File: config.mk
export PLATFORM = sky130hd
export DESIGN_NAME = branch_history_table
export DESIGN_NICKNAME = d
export VERILOG_FILES = /design/src/rtl/branch_history_table.sv
export SDC_FILE = /design/constraint.sdc
export NUM_CORES = 1
export LEC_CHECK = 0
export CAP_MARGIN = 40
export CORE_MARGIN = 3
export CORE_UTILIZATION = 55
export DETAILED_ROUTE_END_ITERATION = 10
export PLACE_DENSITY = 0.88
export SYNTH_ARGS = -nofsm -noshare
export SYNTH_HDL_FRONTEND = slang
export SYNTH_SLANG_ARGS = --single-unit
File: constraint.sdc
create_clock -name clock -period 4.3 [get_ports clock]
set_clock_uncertainty 0.15 [all_clocks]
set_input_delay 0.86 -clock clock [delete_from_list [all_inputs] [get_ports clock]]
set_output_delay 0.86 -clock clock [all_outputs]
set_load 0.01 [all_outputs]
File: src/rtl/branch_history_table.sv
// branch_history_table: 2-bit saturating direction predictor with a two-stage update
// pipeline and saturating resolve/mispredict counters.
module branch_history_table #(
    parameter int         ENTRIES  = 64,
    parameter int         IDX_W    = 6,
    parameter logic [1:0] CNT_INIT = 2'b01
) (
    input  logic        clock,
    input  logic        reset,
    input  logic [31:0] lookup_pc,
    output logic        predict_taken,
    input  logic        upd_valid,
    input  logic [31:0] upd_pc,
    input  logic        upd_taken,
    input  logic        upd_predicted,
    output logic        mispredict,
    output logic        upd_busy,
    output logic [31:0] mispredict_cnt,
    output logic [31:0] resolve_cnt
);
    logic [1:0]       ctrTable [ENTRIES];
    logic             s1Valid;
    logic [IDX_W-1:0] s1Idx;
    logic             s1Taken;
    logic [1:0]       cur;
    logic [1:0]       nxt;
    logic             miss;
    logic             unusedBits;

    // The table is written at the edge that closes S2, so a back-to-back update to the
    // same index already reads the freshly written value here: forwarding is implicit.
    assign cur = ctrTable[s1Idx];
    assign nxt = s1Taken ? ((cur == 2'b11) ? cur : cur + 2'b01)
                         : ((cur == 2'b00) ? cur : cur - 2'b01);
    assign miss = upd_valid & (upd_taken ^ upd_predicted);
    assign predict_taken = ctrTable[lookup_pc[IDX_W-1:0]][1];
    assign upd_busy = s1Valid;
    assign unusedBits = ^{lookup_pc[31:IDX_W], upd_pc[31:IDX_W]};

    always_ff @(posedge clock) begin
        if (reset) begin
            for (int i = 0; i < ENTRIES; i++) ctrTable[i] <= CNT_INIT;
            s1Valid        <= 1'b0;
            s1Idx          <= '0;
            s1Taken        <= 1'b0;
            mispredict     <= 1'b0;
            mispredict_cnt <= '0;
            resolve_cnt    <= '0;
        end else begin
            if (s1Valid) ctrTable[s1Idx] <= nxt;
            s1Valid    <= upd_valid;
            s1Idx      <= upd_pc[IDX_W-1:0];
            s1Taken    <= upd_taken;
            mispredict <= miss;
            if (upd_valid) begin
                resolve_cnt    <= resolve_cnt + {31'b0, ~&resolve_cnt};
                mispredict_cnt <= mispredict_cnt + {31'b0, miss & ~&mispredict_cnt};
            end
        end
    end
endmodule
==> impl_results.md, run 1 <==
- Hold Path Sink: mispredict_cnt[26]$_SDFFE_PP0P_
- Crit-path max FO: 13
- Syn Inst Count: 934
- Post-DRT Antenna Nets: 0
- WHS Path Cells: 2
- Initial antenna violation count: 0
- Post-synth net total: just over 1k
- Relative slew slack: around two fifths
- Clock Tree Buf Depth: 3
- Critical path cell sequence: clkdlybuf4s50_1 > buf_12 > buf_4 > mux4_2 > mux4_2 > mux2i_2 > a21oi_1 > dlygate4sd2_1
- Top cell by count, worst path: mux4_2
- Total power: roughly 4300 µW
- Crit path DAT: between 3 and 4 ns
- Fin. max-slew vios: 0
- Layout cells sized above 1: 11.8%
- R2r setup slk: between 0.6 and 0.7 ns
- Ant. Diodes: 0
- Routed metal-1 wirelength: between 9 and 10 mm
- Clk sink count: approximately 200
- Area Overhead vs Synth: 17.7%
- Worst r2r src: s1Idx[0]$_SDFF_PP0_
- Routability cong.: 0.984
- Post-synth EDFFs: roughly 130
- HP Start: mispredict_cnt[26]$_SDFFE_PP0P_
- Worst slew pin tran: roughly 0.91 ns
- First drt pass iteration count: 6
- Register area share after synthesis: between 50 and 60%
- Vias in the first global route: 8161
- Setup Viol. Count Final: 0
- Unrepaired setup endpoints after global routing: no
- Max-cap viol count: 0
- Outcome: finished clean
- Initial Utilization: between 50% and 60%
- # IOs: 136
- Row Count: between 40 and 50
- CTS tree: yes
- GRT overflow: 0
- Syn Area/Cell: around 11 µm²
- First-pass GRT wire length: between 40 and 50 mm
- PwrDens: ~370 nW/µm²
- CTS root buffer: clkbuf_16
- Top layer in use: met4
- Setup Crit Path Kind: in2out
- Die width: approximately 140 µm
- IO Port Bufs: 83
- Gr usage total: between 20% and 30%
- Top FF cell, synth: edfxtp_1
- Netlist cell types: 55
- Met2 WL: ~13 mm
- Die area: slightly below 20000 µm²
- Yosys reg bits: around 200
- Met3 WL: about 4.3 mm
- Clock Pin Slew Worst Setup and Hold Paths: 0.06 ns
- Worst setup EP type: output port
- Largest net degree at the start of global routing: 73
- Crit path launch type: primary input
- Period utilization: a little over nine tenths
- Post-route DRC: 0
- Vias/cell: 6.62
- Routed wire length: approximately 28 mm
- Die height: between 100 and 150 µm
- Final Hold Violating Endpoints: 0
- Leak pwr: ~0.0037 µW
- Wirelength per Cell: around 23 µm
- Worst VDD drop: 0.269 mV
- Hold crit path type: reg2reg
- Yosys warns: 0
- Ys async rst share: 0%
- H-tree levels: 1
- Crit path max-delay cell type: clkdlybuf4s50_1
- CP peak stage delay: 0.51 ns
- Post-DP HPWL: roughly 18 mm
- Vias: between 8k and 9k
- Synth Cell Area: between 9000 and 10000 µm²
- Reg2reg end: ctrTable[20][0]$_SDFFCE_PN1P_
- Worst hold slack: between 0.3 and 0.4 ns
- Initial DRC count: ~1.1k
- Clk_lat worst skew: ~0.52 ns
- Clock buffer count from CTS: 21
- Fmax: 247 MHz
- Core ar.: 17500 µm²
- Final #Nets: 1071
- WP data required: ~3.3 ns
- Final worst path period need: slightly above 4 ns
- Worst Reg2Reg Path Length in Cells: 9
## per-layer routing
layer | vias up | global-route usage [%]
met5 | - | 0
met4 | 0 | 12.8
met3 | 136 | 9.50
met2 | 651 | 43.4
met1 | 3810 | 34.5
li1 | 3599 | -
## metrics by stage
step,std cells,utilization [%],area [µm²],worst slack [ns],TNS [ns]
after floorplan,934,-,9980,0.168,0
after global placement,1196,62.7,11000,-0.158,-0.158
after detailed placement,1197,62.8,11000,-0.198,-0.198
after CTS,1235,66.7,11700,0.00493,0
after global routing,1238,67.0,11700,0.212,0
final,1238,67.0,11700,0.251,0
## cells in the final DEF, fill, tap and decap left out, types with 25 or more instances in the layout
cell type        netlist  final
clkdlybuf4s50_1        0     80
o21ai_0               77     77
edfxtp_1             128    128
mux4_2                34     34
nand3_1               95     95
xor2_1                37     37
nand2_1               60     60
nor3_1                65     65
buf_4                  3     34
a21oi_1               25     25
dfxtp_1               73     71
nor2_1                77     77
## worst max-delay path by stage
stage	from	to
global route	lookup_pc[1]	predict_taken
finish	lookup_pc[1]	predict_taken
floorplan	lookup_pc[0]	predict_taken
global placement	lookup_pc[0]	predict_taken
CTS	lookup_pc[0]	predict_taken
detailed placement	lookup_pc[0]	predict_taken
## cell type report
class | instances | area [µm²]
timing repair buffer | 123 | 1200
sequential | 201 | 5310
fill | 1280 | 5790
tap | 225 | 282
inverter | 11 | 41.3
clock buffer | 27 | 591
multi-input combinational | 640 | 4230
clock inverter | 11 | 97.6
## sequential cells by signal (all words and copies together), names as in the netlist
register,cells
s1Idx,6
resolve_cnt,32
s1Taken,1
mispredict_cnt,32
ctrTable,128
mispredict,1
upd_busy,1
## cells in the mapped netlist (4+ instances only)
cell / instances / share of area (%)
o21ai_0: 77 / 3.9
o22ai_1: 8 / 0.50
a221oi_1: 4 / 0.35
or3_1: 18 / 1.1
nand3_1: 95 / 4.8
nor3b_1: 4 / 0.30
dfxtp_1: 73 / 15
a21oi_1: 25 / 1.3
nor4_1: 4 / 0.25
nand3b_1: 5 / 0.38
xnor2_1: 8 / 0.70
and3_1: 11 / 0.69
nand4_1: 20 / 1.3
ha_1: 4 / 0.50
nor2b_1: 10 / 0.63
a22oi_1: 9 / 0.68
edfxtp_1: 128 / 39
mux4_2: 34 / 7.7
nand2_1: 60 / 2.3
buf_6: 9 / 1.0
mux2i_1: 20 / 2.0
xor2_1: 37 / 3.2
inv_1: 10 / 0.38
clkbuf_1: 48 / 1.8
or3b_2: 4 / 0.35
and2_1: 6 / 0.38
nor2_1: 77 / 2.9
buf_2: 17 / 0.85
nor3_1: 65 / 3.3
buf_1: 5 / 0.19
## report_power, final
group | switching [µW] | leakage (µW) | internal [µW]
registers | 38.0 | 0.00174 | 2080
logic | 260 | 0.00163 | 155
clock network | 771 | 0.000335 | 1040
total | 1070 | 0.00370 | 3280
## what timing repair did
action | 4_1_cts | 5_1_grt
gates cloned | 0 | 1
gates resized for setup | 2 | 2
pin swaps | 0 | 1
setup buffers | 0 | 2
hold buffers | 0 | 0
setup endpoints to repair | 1 | 1
## critical path, delay by kind of cell
kind	cells	cell delay, ns
buffers and inverters	4	1.09
AOI/OAI and AO/OA	1	0.10
muxes	3	0.99
## cells by family after synthesis
family | synth area share [%]
DFF | 53.2
adders and majority gates | 0.715
AOI/OAI and AO/OA | 8.33
xor gates and xnor gates | 3.95
buffers and inverters | 4.50
muxes | 9.79
and+or+nand+nor | 19.6
No activity file was read; power rests on OpenSTA's default activity.
==> inputs of run 2 (changes only) <==
- clock period: 4.3 -> 3.9 ns (I/O delays scaled with it)
==> run 2 against run 1 <==
Cell area about the same. First-iteration DRC count is 9.2% lower. Global-route usage up 0.68 points. Cell count rose by 0.40%. Largest cell class unchanged. Largest power group unchanged.
==> impl_results.md, run 2 (synthesis gave the netlist of run 1 again) <==
- Area Overhead vs Synth: 17.7%
- Wirelength per Cell: approximately 23 µm
- PwrDens: between 400 and 500 nW/µm²
- IO Port Bufs: 83
- Leak pwr: ~0.0037 µW
- Crit path launch type: primary input
- Top Registers: ctrTable: 128 flops, mispredict_cnt: 32 flops, resolve_cnt: 32 flops
- Worst VDD drop: roughly 0.31 mV
- Gr usage total: around 28%
- Clock Pin Slew Worst Setup and Hold Paths: roughly 0.060 ns
- Ant. Diodes: 0
- Setup Crit Path Kind: in2out
- GRT overflow: 0
- Initial DRC count: ~1.0k
- Max FFs per register: approximately 130
- Clock buffer count from CTS: 21
- Worst Path Buf+Inv: 4
- Worst setup EP type: output port
- Pre-CTS setup slack: -0.430 ns
- Largest net degree at the start of global routing: between 70 and 80
- Vias in the first global route: 8102
- Placed cell area: between 10000 and 15000 µm²
- Fillers: around 1.3k
- Die area: 19800 µm²
- Routed wire length: 28.4 mm
- Period utilization: ~99%
- Vias: between 8k and 9k
- Fmax: roughly 260 MHz
- Total power: around 4700 µW
- Clock Tree Buf Depth: 3
- Worst Reg2Reg Path Length in Cells: 9
- Top reg by flops: ctrTable
- Outcome: finished clean
- Post-DP HPWL: around 19 mm
- WP data required: approximately 3 ns
- CTS root buffer: clkbuf_16
- Seq. cell area: around 5300 µm²
- Fin cells: ~1.2k
- Critical path cell sequence: clkdlybuf4s50_1 > buf_6 > buf_6 > mux4_2 > mux4_2 > mux2i_4 > a21oi_1 > dlygate4sd2_1
- Final Hold Violating Endpoints: 0
- Crit path DAT: a little under 3 ns
- Cts hold-fix bufs: 0
- Worst path top cell family by delay: buffers and inverters
- H-tree levels: 1
- CP Depth: 8
- Relative slew slack: 44.2%
- Unrepaired setup endpoints after global routing: no
- Post-DRT Antenna Nets: 0
- Post-route DRC: 0
- Final #Nets: between 1k and 1.5k
- Area of the multi-input gates: 4240 µm²
- First-pass GRT wire length: about 44 mm
- Initial Utilization: approximately 57%
- Most common cell after layout, fill and taps aside: edfxtp_1
- CP peak stage delay: roughly 0.50 ns
- Worst slew pin tran: roughly 0.84 ns
- Routability cong.: a little under 1
- Vias/cell: around 6.7
- Initial antenna violation count: 0
- Design area: 11700 µm²
- Die height: ~140 µm
- Placed Cells: about 1.2k
- Final worst slack: about 0.037 ns
- Commonest cells after routing, fill and taps aside: edfxtp_1 (128), nand3_1 (95), clkdlybuf4s50_1 (80)
- TNS Setup: 0 ns
- Die width: between 100 and 150 µm
- Core ar.: about 18000 µm²
- Max-cap viol count: 0
- Crit-path max FO: 7
- Layout cells sized above 1: around 12%
- Clk_lat worst skew: 0.52 ns
- Hold crit path type: reg2reg
- Clk sink count: between 200 and 250
- First drt pass iteration count: 6
- Final worst path period need: slightly below 4 ns
- # IOs: between 100 and 150
- Fin. max-slew vios: 0
- CTS tree: yes
- Setup Viol. Count Final: 0
- Row Count: between 40 and 50
- Crit path max-delay cell type: mux4_2
- WHS Path Cells: 2
run 2: worst min-delay path: stages, from the launching register on:
cell and delay (ns):
dfxtp_1 0.33, o21ai_0 0.07, a21oi_1 0.06
run 2: cell type report:
| class | count | share of cell area, % |
|---|---|---|
| clock buffer | 26 | 4.63 |
| timing repair buffer | 130 | 10.5 |
| inverter | 11 | 0.352 |
| sequential | 201 | 45.2 |
| multi-input combinational | 640 | 36.1 |
| clock inverter | 10 | 0.884 |
| tap | 225 | 2.40 |
run 2: repair_timing:
action                     4_1_cts  5_1_grt
resized for setup                4        4
buffers inserted                 1        0
setup endpoints to repair        1        1
pin swaps                        1        0
run 2: final timing paths:
check	slack (ns)	end	startpoint
setup / recovery	0.04	predict_taken	lookup_pc[1]
hold / removal	0.36	mispredict_cnt[5]$_SDFFE_PP0P_	mispredict_cnt[5]$_SDFFE_PP0P_
setup reg to reg	0.40	ctrTable[16][0]$_SDFFCE_PN1P_	s1Idx[1]$_SDFF_PP0_
hold reg to reg	0.36	mispredict_cnt[5]$_SDFFE_PP0P_	mispredict_cnt[5]$_SDFFE_PP0P_
run 2: routing by layer:
layer	up-vias	track usage, %	wire length (µm)
met5	-	0	0
met4	0	13.5	1480
met3	131	8.14	3840
met2	626	44.3	13100
met1	3914	36.5	10000
li1	3621	-	-
run 2: power by group:
part	total, µW	internal (µW)	switching, µW
logic	464	177	287
clock network	1940	1120	818
registers	2340	2300	45.5
run 2: metrics by stage:
stage	utilization, %	hold WS (ns)
6_report	67.0	0.357
5_1_grt	67.0	0.382
4_1_cts	66.9	0.359
3_5_place_dp	63.1	0.348
3_3_place_gp	63.1	0.331
2_1_floorplan	-	0.360
==> inputs of run 3 (changes only) <==
- SLEW_MARGIN: unset -> 40
==> run 3 against run 2 <==
Clock power fell by 4%. Power shrank 1.4%. Register-to-register slack improved by 0.02 ns. Sequential share of layout area is 0.15 points higher. Critical path depth unchanged. Cell count unchanged. First-iteration DRC count is 1.2% higher. Fmax rose by 0.38%. Sequential power about the same. Via count fell by 0.77%. Largest cell class unchanged. Highest routed layer unchanged.
==> impl_results.md, run 3 (synthesis gave the netlist of run 1 again) <==
- Clk network pwr share: between 40% and 50%
- WP data required: roughly 3 ns
- Max-cap viol count: 0
- Worst setup EP type: output port
- Worst slew pin tran: just under 0.9 ns
- Final Hold Violating Endpoints: 0
- Setup Viol. Count Final: 0
- Worst r2r src: s1Idx[1]$_SDFF_PP0_
- Vias in the first global route: slightly above 8k
- WHS Path Cells: 2
- Cell-internal power: between 3000 and 4000 µW
- Clock buffer count from CTS: 21
- CTS tree: yes
- Routability cong.: 0.989
- CP peak stage delay: between 0.4 and 0.5 ns
- Wirelength per Cell: about 23 µm
- Clk sink count: ~200
- Final core occ: between 60% and 70%
- Top cell by count, worst path: mux4_2
- Outcome: finished clean
- R2r setup slk: ~0.42 ns
- # IOs: ~140
- Clock Tree Buf Depth: 3
- Post-DP HPWL: ~19 mm
- Crit path launch type: primary input
- Post-route DRC: 0
- Clk_lat worst skew: just over 0.5 ns
- Worst VDD drop: 0.332 mV
- Unrepaired setup endpoints after global routing: no
- Final #Nets: 1077
- Hold crit path type: reg2reg
- Sw frac: 24.6%
- Vias/cell: roughly 6.6
- Top Registers: ctrTable: 128 flops, mispredict_cnt: 32 flops, resolve_cnt: 32 flops
- Net Switching: 1150 µW
- Max FFs per register: roughly 130
- Critical path cell sequence: clkdlybuf4s50_1 > buf_6 > buf_4 > mux4_2 > mux4_2 > mux2i_2 > a21oi_1 > clkdlybuf4s15_1
- Placed Cells: ~1.2k
- Reg2reg end: ctrTable[54][0]$_SDFFCE_PN1P_
- Cts hold-fix bufs: 0
- Worst path top cell family by delay: multiplexers
- Gr usage total: 28.0%
- Clock Pin Slew Worst Setup and Hold Paths: around 0.06 ns
- Most common cell after layout, fill and taps aside: edfxtp_1
- Core ar.: 17500 µm²
- Initial DRC count: around 1.1k
- Initial antenna violation count: 0
- Largest net degree at the start of global routing: 73
- TNS Setup: 0 ns
- Area Overhead vs Synth: 17.3%
- Crit-path max FO: 7
- Fin. max-slew vios: 0
- Fin cells: between 1k and 1.5k
- Die area: ~20000 µm²
- Sequential Power Share: roughly 50%
- First drt pass iteration count: 7
- Relative slew slack: about two fifths
- Top reg by flops: ctrTable
- Fillers: around 1.2k
- Final worst path period need: roughly 3.8 ns
- Period utilization: between 90% and 100%
- Logic pwr share: under 10%
- GRT overflow: 0
- Worst Reg2Reg Path Length in Cells: 9
- CTS root buffer: clkbuf_16
- Worst Path Buf+Inv: 4
- Layout cells sized above 1: between 10% and 20%
- IO Port Bufs: a little over 80
- H-tree levels: 1
- CP Depth: 8
- Post-DRT Antenna Nets: 0
- Crit path max-delay cell type: mux4_2
- Routed wire length: about 28 mm
- Die width: 141 µm
- Commonest cells after routing, fill and taps aside: edfxtp_1 (128), nand3_1 (95), clkdlybuf4s50_1 (80)
- Die height: roughly 140 µm
- Initial Utilization: a little under three fifths
- Crit path DAT: around 2.9 ns
- Setup crit start: lookup_pc[1]
- Fmax: between 200 and 300 MHz
- Vias: 8228
- Critical path endpoint: predict_taken
- Setup Crit Path Kind: in2out
- Ant. Diodes: 0
- PwrDens: ~400 nW/µm²
- Leak pwr: 0.00369 µW
- Row Count: 48
- First-pass GRT wire length: about 44 mm
[run 3: worst min path at each step]
stage / start / to / slack (ns)
after floorplan: resolve_cnt[26]$_SDFFE_PP0P_ / resolve_cnt[26]$_SDFFE_PP0P_ / 0.36
after global placement: mispredict_cnt[16]$_SDFFE_PP0P_ / mispredict_cnt[16]$_SDFFE_PP0P_ / 0.33
after detailed placement: mispredict_cnt[5]$_SDFFE_PP0P_ / mispredict_cnt[5]$_SDFFE_PP0P_ / 0.35
after CTS: mispredict_cnt[20]$_SDFFE_PP0P_ / mispredict_cnt[20]$_SDFFE_PP0P_ / 0.36
after global routing: mispredict_cnt[16]$_SDFFE_PP0P_ / mispredict_cnt[16]$_SDFFE_PP0P_ / 0.38
final: mispredict_cnt[20]$_SDFFE_PP0P_ / mispredict_cnt[20]$_SDFFE_PP0P_ / 0.35
[run 3: layout make-up]
cell class              instances  area (µm²)  share of cell area, %
clock inverters                11        80.1                  0.684
well taps                     225         282                   2.40
inverters                      11        41.3                  0.353
clock buffers                  26         544                   4.65
repair buffers                129        1210                   10.4
multi-input cells             640        4240                   36.2
flip-flops and latches        201        5310                   45.3
[run 3: tightest hold or removal path: stages, from the launching register on]
cell and delay (ns):
dfxtp_1 0.33, o21ai_0 0.07, a21oi_1 0.06
[run 3: per-stage QoR]
| step | setup WS, ns | power (µW) | area, µm² | hold WS (ns) |
|---|---|---|---|---|
| floorplan | 0.172 | 2680 | 9980 | 0.360 |
| global placement | -0.386 | 2820 | 11100 | 0.331 |
| detailed placement | -0.425 | 2830 | 11100 | 0.350 |
| CTS | 0.0229 | 4680 | 11700 | 0.360 |
| global route | 0.0108 | 4810 | 11700 | 0.382 |
| finish | 0.0511 | 4680 | 11700 | 0.352 |
[run 3: power groups by stage]
| stage | sequential [µW] | clock (µW) | combinational (µW) |
|---|---|---|---|
| 2_1_floorplan | 2360 | 0 | 325 |
| 3_3_place_gp | 2380 | 0 | 435 |
| 3_5_place_dp | 2380 | 0 | 446 |
| 4_1_cts | 2340 | 1890 | 451 |
| 5_1_grt | 2340 | 1980 | 486 |
| 6_report | 2340 | 1870 | 463 |
[run 3: layer usage]
layer / global-route usage (%) / part of all wire (%) / routed length [µm]
met1: 36.4 / 36 / 10100
met2: 43.5 / 45 / 12900
met3: 8.01 / 13 / 3780
met4: 13.7 / 5.5 / 1550
met5: 0 / 0 / 0
[run 3: timing repair]
item / in CTS / in global routing
resized for setup: 5 / 2
pin swaps: 0 / 0
hold endpoints to repair: 0 / 0
setup buffers: 1 / 0
setup endpoints to repair: 1 / 1
